File: src/rtl/sram_sum_ctrl.sv
// sram_sum_ctrl -- scan-and-sum sequencer for a small asynchronous SRAM.
//
// On an accepted start it reads consecutive words from base_adr, one per
// clock, adding each word to a 16-bit sum until the terminator word appears.
// The sum is then written back, low byte first, to RESULT_ADR and
// RESULT_ADR+1. If 2^AW words are read without finding a terminator, the
// scan stops with err set and nothing is written. Every output comes
// straight from a flop, so the combinational SRAM always sees strobes that
// are stable for a full cycle.
//
// Ports:
//   clk       in   rising-edge clock
//   rst_n     in   asynchronous active-low reset
//   start     in   begin a scan (only honoured in IDLE)
//   base_adr  in   first address to read, latched on an accepted start
//   busy      out  high while reading or writing the result
//   done      out  one-cycle pulse at the end of every scan
//   err       out  scan ended without a terminator (held until next start)
//   sum       out  accumulated sum (held until next start)
//   count     out  number of non-terminator words summed
//   mem_adr   out  SRAM address
//   mem_rd    out  SRAM read strobe
//   mem_wr    out  SRAM write strobe (never high together with mem_rd)
//   mem_d     out  SRAM write data
//   mem_q     in   SRAM read data
module sram_sum_ctrl #(
  parameter int              AW         = 6,
  parameter int              DW         = 8,
  parameter int              SW         = 16,
  parameter logic [DW-1:0]   TERM       = 8'hFF,
  parameter int              RESULT_ADR = 60
) (
  input  logic          clk,
  input  logic          rst_n,
  input  logic          start,
  input  logic [AW-1:0] base_adr,
  output logic          busy,
  output logic          done,
  output logic          err,
  output logic [SW-1:0] sum,
  output logic [AW:0]   count,
  output logic [AW-1:0] mem_adr,
  output logic          mem_rd,
  output logic          mem_wr,
  output logic [DW-1:0] mem_d,
  input  logic [DW-1:0] mem_q
);

  typedef enum logic [2:0] {
    IDLE  = 3'd0,
    READ  = 3'd1,
    WR_LO = 3'd2,
    WR_HI = 3'd3,
    DONE  = 3'd4
  } state_t;

  localparam logic [AW-1:0] RES_LO   = AW'(RESULT_ADR);
  localparam logic [AW-1:0] RES_HI   = AW'(RESULT_ADR + 1);
  localparam logic [AW-1:0] PTR_ONE  = AW'(1);
  localparam logic [AW-1:0] ADR_ZERO = AW'(0);
  localparam logic [AW:0]   CNT_ONE  = (AW+1)'(1);
  localparam logic [AW:0]   CNT_ZERO = (AW+1)'(0);
  // Count value just before the last possible non-terminator word.
  localparam logic [AW:0]   CNT_LAST = (AW+1)'((2 ** AW) - 1);
  localparam logic [SW-1:0] SUM_ZERO = SW'(0);

  state_t          state_r, state_s;
  logic [AW-1:0]   ptr_r, ptr_s;
  logic [SW-1:0]   sum_s;
  logic [AW:0]     count_s;
  logic [AW-1:0]   adr_s;
  logic [DW-1:0]   d_s;
  logic            rd_s, wr_s, err_s, done_s, busy_s;

  // Next-state and next-output logic; every register holds unless changed.
  always_comb begin
    state_s = state_r;
    ptr_s   = ptr_r;
    sum_s   = sum;
    count_s = count;
    err_s   = err;
    adr_s   = mem_adr;
    rd_s    = mem_rd;
    wr_s    = mem_wr;
    d_s     = mem_d;
    done_s  = 1'b0;
    case (state_r)
      IDLE: begin
        if (start) begin
          ptr_s   = base_adr;
          sum_s   = SUM_ZERO;
          count_s = CNT_ZERO;
          err_s   = 1'b0;
          adr_s   = base_adr;
          rd_s    = 1'b1;
          wr_s    = 1'b0;
          state_s = READ;
        end else begin
          rd_s = 1'b0;
          wr_s = 1'b0;
        end
      end
      READ: begin
        if (mem_q == TERM) begin
          // Drop rd in the same edge that raises wr: the SRAM favours rd.
          rd_s    = 1'b0;
          wr_s    = 1'b1;
          adr_s   = RES_LO;
          d_s     = sum[DW-1:0];
          state_s = WR_LO;
        end else begin
          sum_s   = sum + SW'(mem_q);
          count_s = count + CNT_ONE;
          ptr_s   = ptr_r + PTR_ONE;
          adr_s   = ptr_r + PTR_ONE;
          if (count == CNT_LAST) begin
            // Whole memory read without a terminator: abort, no write-back.
            rd_s    = 1'b0;
            err_s   = 1'b1;
            state_s = DONE;
          end else begin
            rd_s = 1'b1;
          end
        end
      end
      WR_LO: begin
        adr_s   = RES_HI;
        d_s     = sum[DW +: DW];
        wr_s    = 1'b1;
        state_s = WR_HI;
      end
      WR_HI: begin
        wr_s    = 1'b0;
        adr_s   = ADR_ZERO;
        state_s = DONE;
      end
      DONE: begin
        // done is registered, so it is visible in the cycle after DONE.
        done_s  = 1'b1;
        state_s = IDLE;
      end
      default: begin
        rd_s    = 1'b0;
        wr_s    = 1'b0;
        state_s = IDLE;
      end
    endcase
    busy_s = (state_s == READ) || (state_s == WR_LO) || (state_s == WR_HI);
  end

  // State, pointer and registered outputs; reset clears strobes immediately.
  always_ff @(posedge clk or negedge rst_n) begin
    if (!rst_n) begin
      state_r <= IDLE;
      ptr_r   <= ADR_ZERO;
      busy    <= 1'b0;
      done    <= 1'b0;
      err     <= 1'b0;
      sum     <= SUM_ZERO;
      count   <= CNT_ZERO;
      mem_adr <= ADR_ZERO;
      mem_rd  <= 1'b0;
      mem_wr  <= 1'b0;
      mem_d   <= DW'(0);
    end else begin
      state_r <= state_s;
      ptr_r   <= ptr_s;
      busy    <= busy_s;
      done    <= done_s;
      err     <= err_s;
      sum     <= sum_s;
      count   <= count_s;
      mem_adr <= adr_s;
      mem_rd  <= rd_s;
      mem_wr  <= wr_s;
      mem_d   <= d_s;
    end
  end

endmodule
File: config.mk
export PLATFORM = sky130hd
export DESIGN_NAME = sram_sum_ctrl
export DESIGN_NICKNAME = d
export VERILOG_FILES = /design/src/rtl/sram_sum_ctrl.sv
export SDC_FILE = /design/constraint.sdc
export NUM_CORES = 1
export LEC_CHECK = 0
export BUFFER_PORTS_ARGS = -buffer_cell sky130_fd_sc_hd__buf_2
export CAP_MARGIN = 20
export CORE_MARGIN = 5
export CORE_UTILIZATION = 45
export CTS_BUF_LIST = sky130_fd_sc_hd__clkbuf_4
export CTS_CLUSTER_DIAMETER = 80
export DETAILED_ROUTE_END_ITERATION = 7
export PLACE_DENSITY = 0.68
export SETUP_SLACK_MARGIN = 0.5
export SYNTH_ARGS = -nofsm -noshare
export SYNTH_HDL_FRONTEND = slang
export SYNTH_SLANG_ARGS = --single-unit
File: constraint.sdc
create_clock -name clk -period 2.55 [get_ports clk]
set_input_delay 0.6375 -clock clk [delete_from_list [all_inputs] [get_ports clk]]
set_output_delay 0.6375 -clock clk [all_outputs]
set_load 0.03 [all_outputs]
### Yosys cells after proc, flatten, opt, wreduce, memory -nomap -nowiden

Index checks and enable logic that the tools add are counted.

| operators by class | value |
|---|---|
| add/subtract/negate cells | 3 |
| bitwise logic cells | 1 |
| reduce and logical (&&, ||, !) cells | 12 |
| eq/ne operators | 13 |
| muxes and demuxes | 28 |

Operators by type and width:

| cell | count |
|---|---|
| 16-bit 2-to-1 mux | 2 |
| 16-bit one-hot mux with 2 select lines | 1 |
| 6-bit one-hot mux with 4 select lines | 1 |
| 6-bit 2-to-1 mux | 3 |
| 16-bit by 8-bit adder with 16-bit output | 1 |
| 8-bit one-hot mux with 2 select lines | 1 |
| 7-bit 2-to-1 mux | 2 |
| 7-bit one-hot mux with 2 select lines | 1 |
| 3-bit by 2-bit == test with 1-bit output, second input constant | 4 |
| 3-bit one-hot mux with 4 select lines | 1 |
| 6-bit one-hot mux with 2 select lines | 1 |
| 3-bit 2-to-1 mux | 3 |
| 8-bit == test, second input constant | 1 |
| 1-bit 2-to-1 mux | 8 |
| 8-bit 2-to-1 mux | 1 |
| 2-bit != test, second input constant | 4 |
| 7-bit by 1-bit adder with 7-bit output, second input constant | 1 |
| 7-bit by 6-bit == test with 1-bit output, second input constant | 1 |
| 6-bit by 1-bit adder with 6-bit output, second input constant | 1 |
| 3-bit by 1-bit == test with 1-bit output, second input constant | 2 |
| 1-bit one-hot mux with 3 select lines | 2 |
| 2-bit AND reduction | 3 |
| 4-bit AND reduction | 1 |
| 2-bit nonzero test | 2 |
| 8 further kinds | 9 |

| word-level totals | value |
|---|---|
| flip-flop bits (word level) | 51 |
| output and inout port bits | 42 |
| logic and storage cells | 68 |
| input bits | 17 |

### Depth between registers and ports, before layout

| logic depth | value |
|---|---|
| depth in word-level cells | 7 |
| depth in mapped cells | 8 |
| mapped depth without buffers | 7 |

### Worst setup path after synthesis

OpenSTA, ideal clock, no wires.

| path | value |
|---|---|
| path kind | input -> register |
| start | input mem_q[0] |
| end | register sum[10] |
| required time | 2468 ps |
| stages on the path | 7 |
| setup time | 82 ps |
| arrival | 2158 ps |
| setup slack | 310 ps |
| path buffers | 0 |
| path through | ha_1 > fa_1 > a211oi_1 > nor3_1 > or2_2 > nand4_1 > mux2i_1 |

| between the ends | value |
|---|---|
| longest elaborated chain between the ends | 3 |
| elaborated cells on any way between the ends | 6 |
| classes of those cells | add/sub (1); eq/ne (2); mux (2); reduce/logical (1) |

RTL lines:

| item | RTL line | source |
|---|---|---|
| start: declaration | 46 | `input logic [DW-1:0] mem_q` |
| 16-bit by 8-bit adder with 16-bit output / 8-bit == test (equally long branches) | 112, 104 |  |
| 16-bit 2-to-1 mux / 2-bit != test (equally long branches) | -- |  |
| 16-bit one-hot mux with 2 select lines / 3-bit AND reduction (equally long branches) | -- |  |
| end signal: assignment | 171 | `sum <= sum_s;` |
| end: declaration | 40 | `output logic [SW-1:0] sum,` |

Parallel ways exist; a longest one is shown, timed or not. The select of a mux whose other input is x is not followed.
A chain may end at the register's enable or synchronous reset.

### Worst setup path in the final report

| path | value |
|---|---|
| start | register sum[0] |
| end | register sum[10] |

| between the ends | value |
|---|---|
| longest elaborated chain between the ends | 3 |

RTL lines:

| item | RTL line | source |
|---|---|---|
| 16-bit by 8-bit adder with 16-bit output | 112 | `sum_s = sum + SW'(mem_q);` |
| 16-bit 2-to-1 mux | 104 | `if (mem_q == TERM) begin` |
| 16-bit one-hot mux with 2 select lines | 87 | `case (state_r)` |

Every way passes these cells. The select of a mux whose other input is x is not followed.

==> run metrics <==
headroom to the max-slew limit=0.5964; Routed Antenna Nets=0; number of global-route vias before repair=2344; I/O Pins=59; maximum number of pins on one net before global-route repair=29; Clock Path Buffers=2; post-detailed-route via-to-cell ratio=5.447; proportion of layout cells with a drive suffix above 1=0.2920; number of nets produced by synthesis=321; grt total ovfl=0; die footprint=0.007684 sq mm; fraction of the core area covered by cells at the end of the flow=0.5691; Pleak=1.530 nW; final number of max-transition violations=0; Gate Count Post-Synth=293; startpoint of the worst register-to-register path=sum[0]; worst min-delay path class=in -> async; combined global-route utilization of all metal layers=0.1920; non-filler instance count after layout=438; post-synthesis cell area=0.002714 sq mm; area taken by flip-flops and latches=0.001285 sq mm; highest-count cells in the layout ignoring fill and taps=sky130_fd_sc_hd__buf_2, sky130_fd_sc_hd__dfrtp_1, sky130_fd_sc_hd__nand2_1, sky130_fd_sc_hd__nor2_1, sky130_fd_sc_hd__a21oi_1; kind of end point of the critical path=register; worst IR drop on VDD=0.5834 mV; area of the multi-input gates=0.001460 sq mm; setup repair after global routing missed its margin=no; WL/cell=16.15 um; Clock Skew=14.29 ps; final setup TNS=0 ps; Final GP Congestion=0.8623; count of synthesis-stage warnings from yosys=0; biggest area contributors in the synthesized netlist=sky130_fd_sc_hd__dfrtp_1, sky130_fd_sc_hd__a21oi_1, sky130_fd_sc_hd__ha_1; width of the die=87.66 um; Core Footprint=0.005886 sq mm; status=finished clean; cell type with the largest total area after synthesis=sky130_fd_sc_hd__dfrtp_1; initial antenna violation count=0; post-route minimum period=1978 ps; clock-pin transition on the worst setup and hold timing paths=150 ps; latest clock arrival within the worst-skew pair=370 ps; count of cells along the worst register-to-register path=7; kind of start point of the critical path=register; average footprint of a synthesized cell=9.262 sq um; Routed Wire Length=7075 um; Post-Place Cells=423; first-pass GRT wire length=11520 um; critical path start-end classification=reg -> reg; number of maximum-capacitance violations=0; worst-case hold slack=229.1 ps; Hold Vio Cnt, Final=0; top flip-flop cell by instance count after synthesis=sky130_fd_sc_hd__dfrtp_1; clock tree root driver cell=sky130_fd_sc_hd__clkbuf_4; number of synthesized register bits=51; Vias=2386; height of the chip=87.66 um; async set-or-reset flop fraction in the synthesized netlist=1.000; critical path data required time=2860 ps; port bufs=58; slew at the pin with the worst max-slew slack=604.2 ps; Fill cells=549; Post-layout nets=391; power density over the cells=1252 mW/mm^2; CTS tree=built; initial cell density of the core=0.4611; number of antenna repair diodes=0; timing-limited maximum frequency=505.7 MHz; Max FO, Critical Path=4; count of TritonRoute iterations in the first routing pass=4; area grow syn2layout=23.42%; Post-route DRC=0; Reg2Reg Setup Slack=570 ps; top-area cell type share of the netlist area=0.4703; portion of the post-synthesis area used by sequential elements=0.4703; H-Tree Depth=2; number of distinct standard cells referenced by the synthesized netlist=45; Post-CTS Hold Buffers=0; commonest non-fill, non-tap cell in the layout=sky130_fd_sc_hd__buf_2; number of synthesized flops with an enable pin=0; standard-cell row count=28; endpoint of the most critical register-to-register path=sum[10]; arrival time at the worst endpoint=2290 ps; post-detailed-placement half-perimeter wirelength=5221 um; iteration-0 DRC count of the detailed router=138; Final Cycle Share=0.7755; count of endpoints failing setup in the final report=0; number of clock sinks=51; CTS buffer count=5
-- through the flow --
step / worst slack (ps) / cell area, sq um / power (mW)
floorplan: 474.2 / 2779 / 3.076
CTS: 500.1 / 3269 / 4.107
finish: 572.4 / 3349 / 4.193
detailed placement: 215.5 / 3202 / 3.754
global route: 500.5 / 3349 / 4.522
global placement: 275.2 / 3202 / 3.710
-- cells in the mapped netlist, types with 2 or more instances --
cell type	instances
sky130_fd_sc_hd__a211oi_1	5
sky130_fd_sc_hd__a21o_1	6
sky130_fd_sc_hd__a21oi_1	25
sky130_fd_sc_hd__a22o_1	3
sky130_fd_sc_hd__a31oi_1	10
sky130_fd_sc_hd__and3_1	3
sky130_fd_sc_hd__and4_1	2
sky130_fd_sc_hd__buf_2	5
sky130_fd_sc_hd__clkbuf_1	8
sky130_fd_sc_hd__dfrtp_1	51
sky130_fd_sc_hd__ha_1	10
sky130_fd_sc_hd__inv_1	3
sky130_fd_sc_hd__mux2i_1	4
sky130_fd_sc_hd__nand2_1	33
sky130_fd_sc_hd__nand3_1	15
sky130_fd_sc_hd__nand3b_1	2
sky130_fd_sc_hd__nand4_1	2
sky130_fd_sc_hd__nor2_1	33
sky130_fd_sc_hd__nor2b_1	2
sky130_fd_sc_hd__nor3_1	3
sky130_fd_sc_hd__nor3b_1	2
sky130_fd_sc_hd__o211ai_1	3
sky130_fd_sc_hd__o21a_1	3
sky130_fd_sc_hd__o21ai_0	21
sky130_fd_sc_hd__o22ai_1	2
sky130_fd_sc_hd__o31ai_1	2
sky130_fd_sc_hd__or2_2	2
sky130_fd_sc_hd__or3_1	2
sky130_fd_sc_hd__xnor2_1	7
sky130_fd_sc_hd__xor2_1	9
-- worst max-delay path by stage --
stage	slack, ps	startpoint	endpoint
final	570	sum[0]	sum[10]
after CTS	500	state_r[0]	ptr_r[3]
after global placement	280	mem_q[0]	sum[10]
after detailed placement	220	mem_q[1]	sum[15]
after global routing	500	sum[0]	sum[8]
after floorplan	470	mem_q[0]	sum[10]
-- flip-flops by register name (all words and copies together) (netlist names) --
register	flops
sum	16
busy	1
done	1
mem_adr	6
count	7
mem_d	8
ptr_r	6
err	1
mem_wr	1
mem_rd	1
state_r	3
-- power by group --
| group | switching [mW] | internal [mW] |
|---|---|---|
| clock | 0.252 | 0.0985 |
| sequential | 0.305 | 1.13 |
| combinational | 1.45 | 0.958 |
-- cells by family (layout without fill, tap and decap cells) --
kind of cell,Yosys count,in the layout,share of synthesized area
mux,4,4,0.01475
fa+ha+maj,11,11,0.05348
xor+xnor,16,16,0.05164
buf+inv,18,88,0.02996
compound gates,87,87,0.1982
flops,51,51,0.4703
simple gates,106,106,0.1816
-- critical path: stages (launching register included) --
cell and delay (ps):
sky130_fd_sc_hd__dfrtp_2 470, sky130_fd_sc_hd__ha_4 190, sky130_fd_sc_hd__fa_2 400, sky130_fd_sc_hd__a211oi_4 260, sky130_fd_sc_hd__nor3_2 90, sky130_fd_sc_hd__or2_4 240
sky130_fd_sc_hd__nand4_1 110, sky130_fd_sc_hd__mux2i_1 180
-- layer usage --
metal | global-route usage | routed length (um)
met2 | 0.3007 | 3361
met4 | 0.04463 | 60
met5 | 0 | 0
met1 | 0.2756 | 3334
met3 | 0.03763 | 319
-- what timing repair did --
item | in CTS | in global routing
setup buffers | 2 | 6
gates resized for setup | 5 | 8
endpoints found under the setup margin | 7 | 13
pin swaps | 0 | 2
hold endpoints to repair | 0 | 0
cloned | 0 | 0
-- final cells by class --
type / count / area share
Tap cell: 75 / 0.02802
Clock buffer: 5 / 0.01121
Clock inverter: 2 / 0.002615
Timing Repair Buffer: 78 / 0.1352
Multi-Input combinational cell: 224 / 0.4359
Inverter: 3 / 0.003362
Sequential cell: 51 / 0.3836
(Power assumes the default switching activity.)
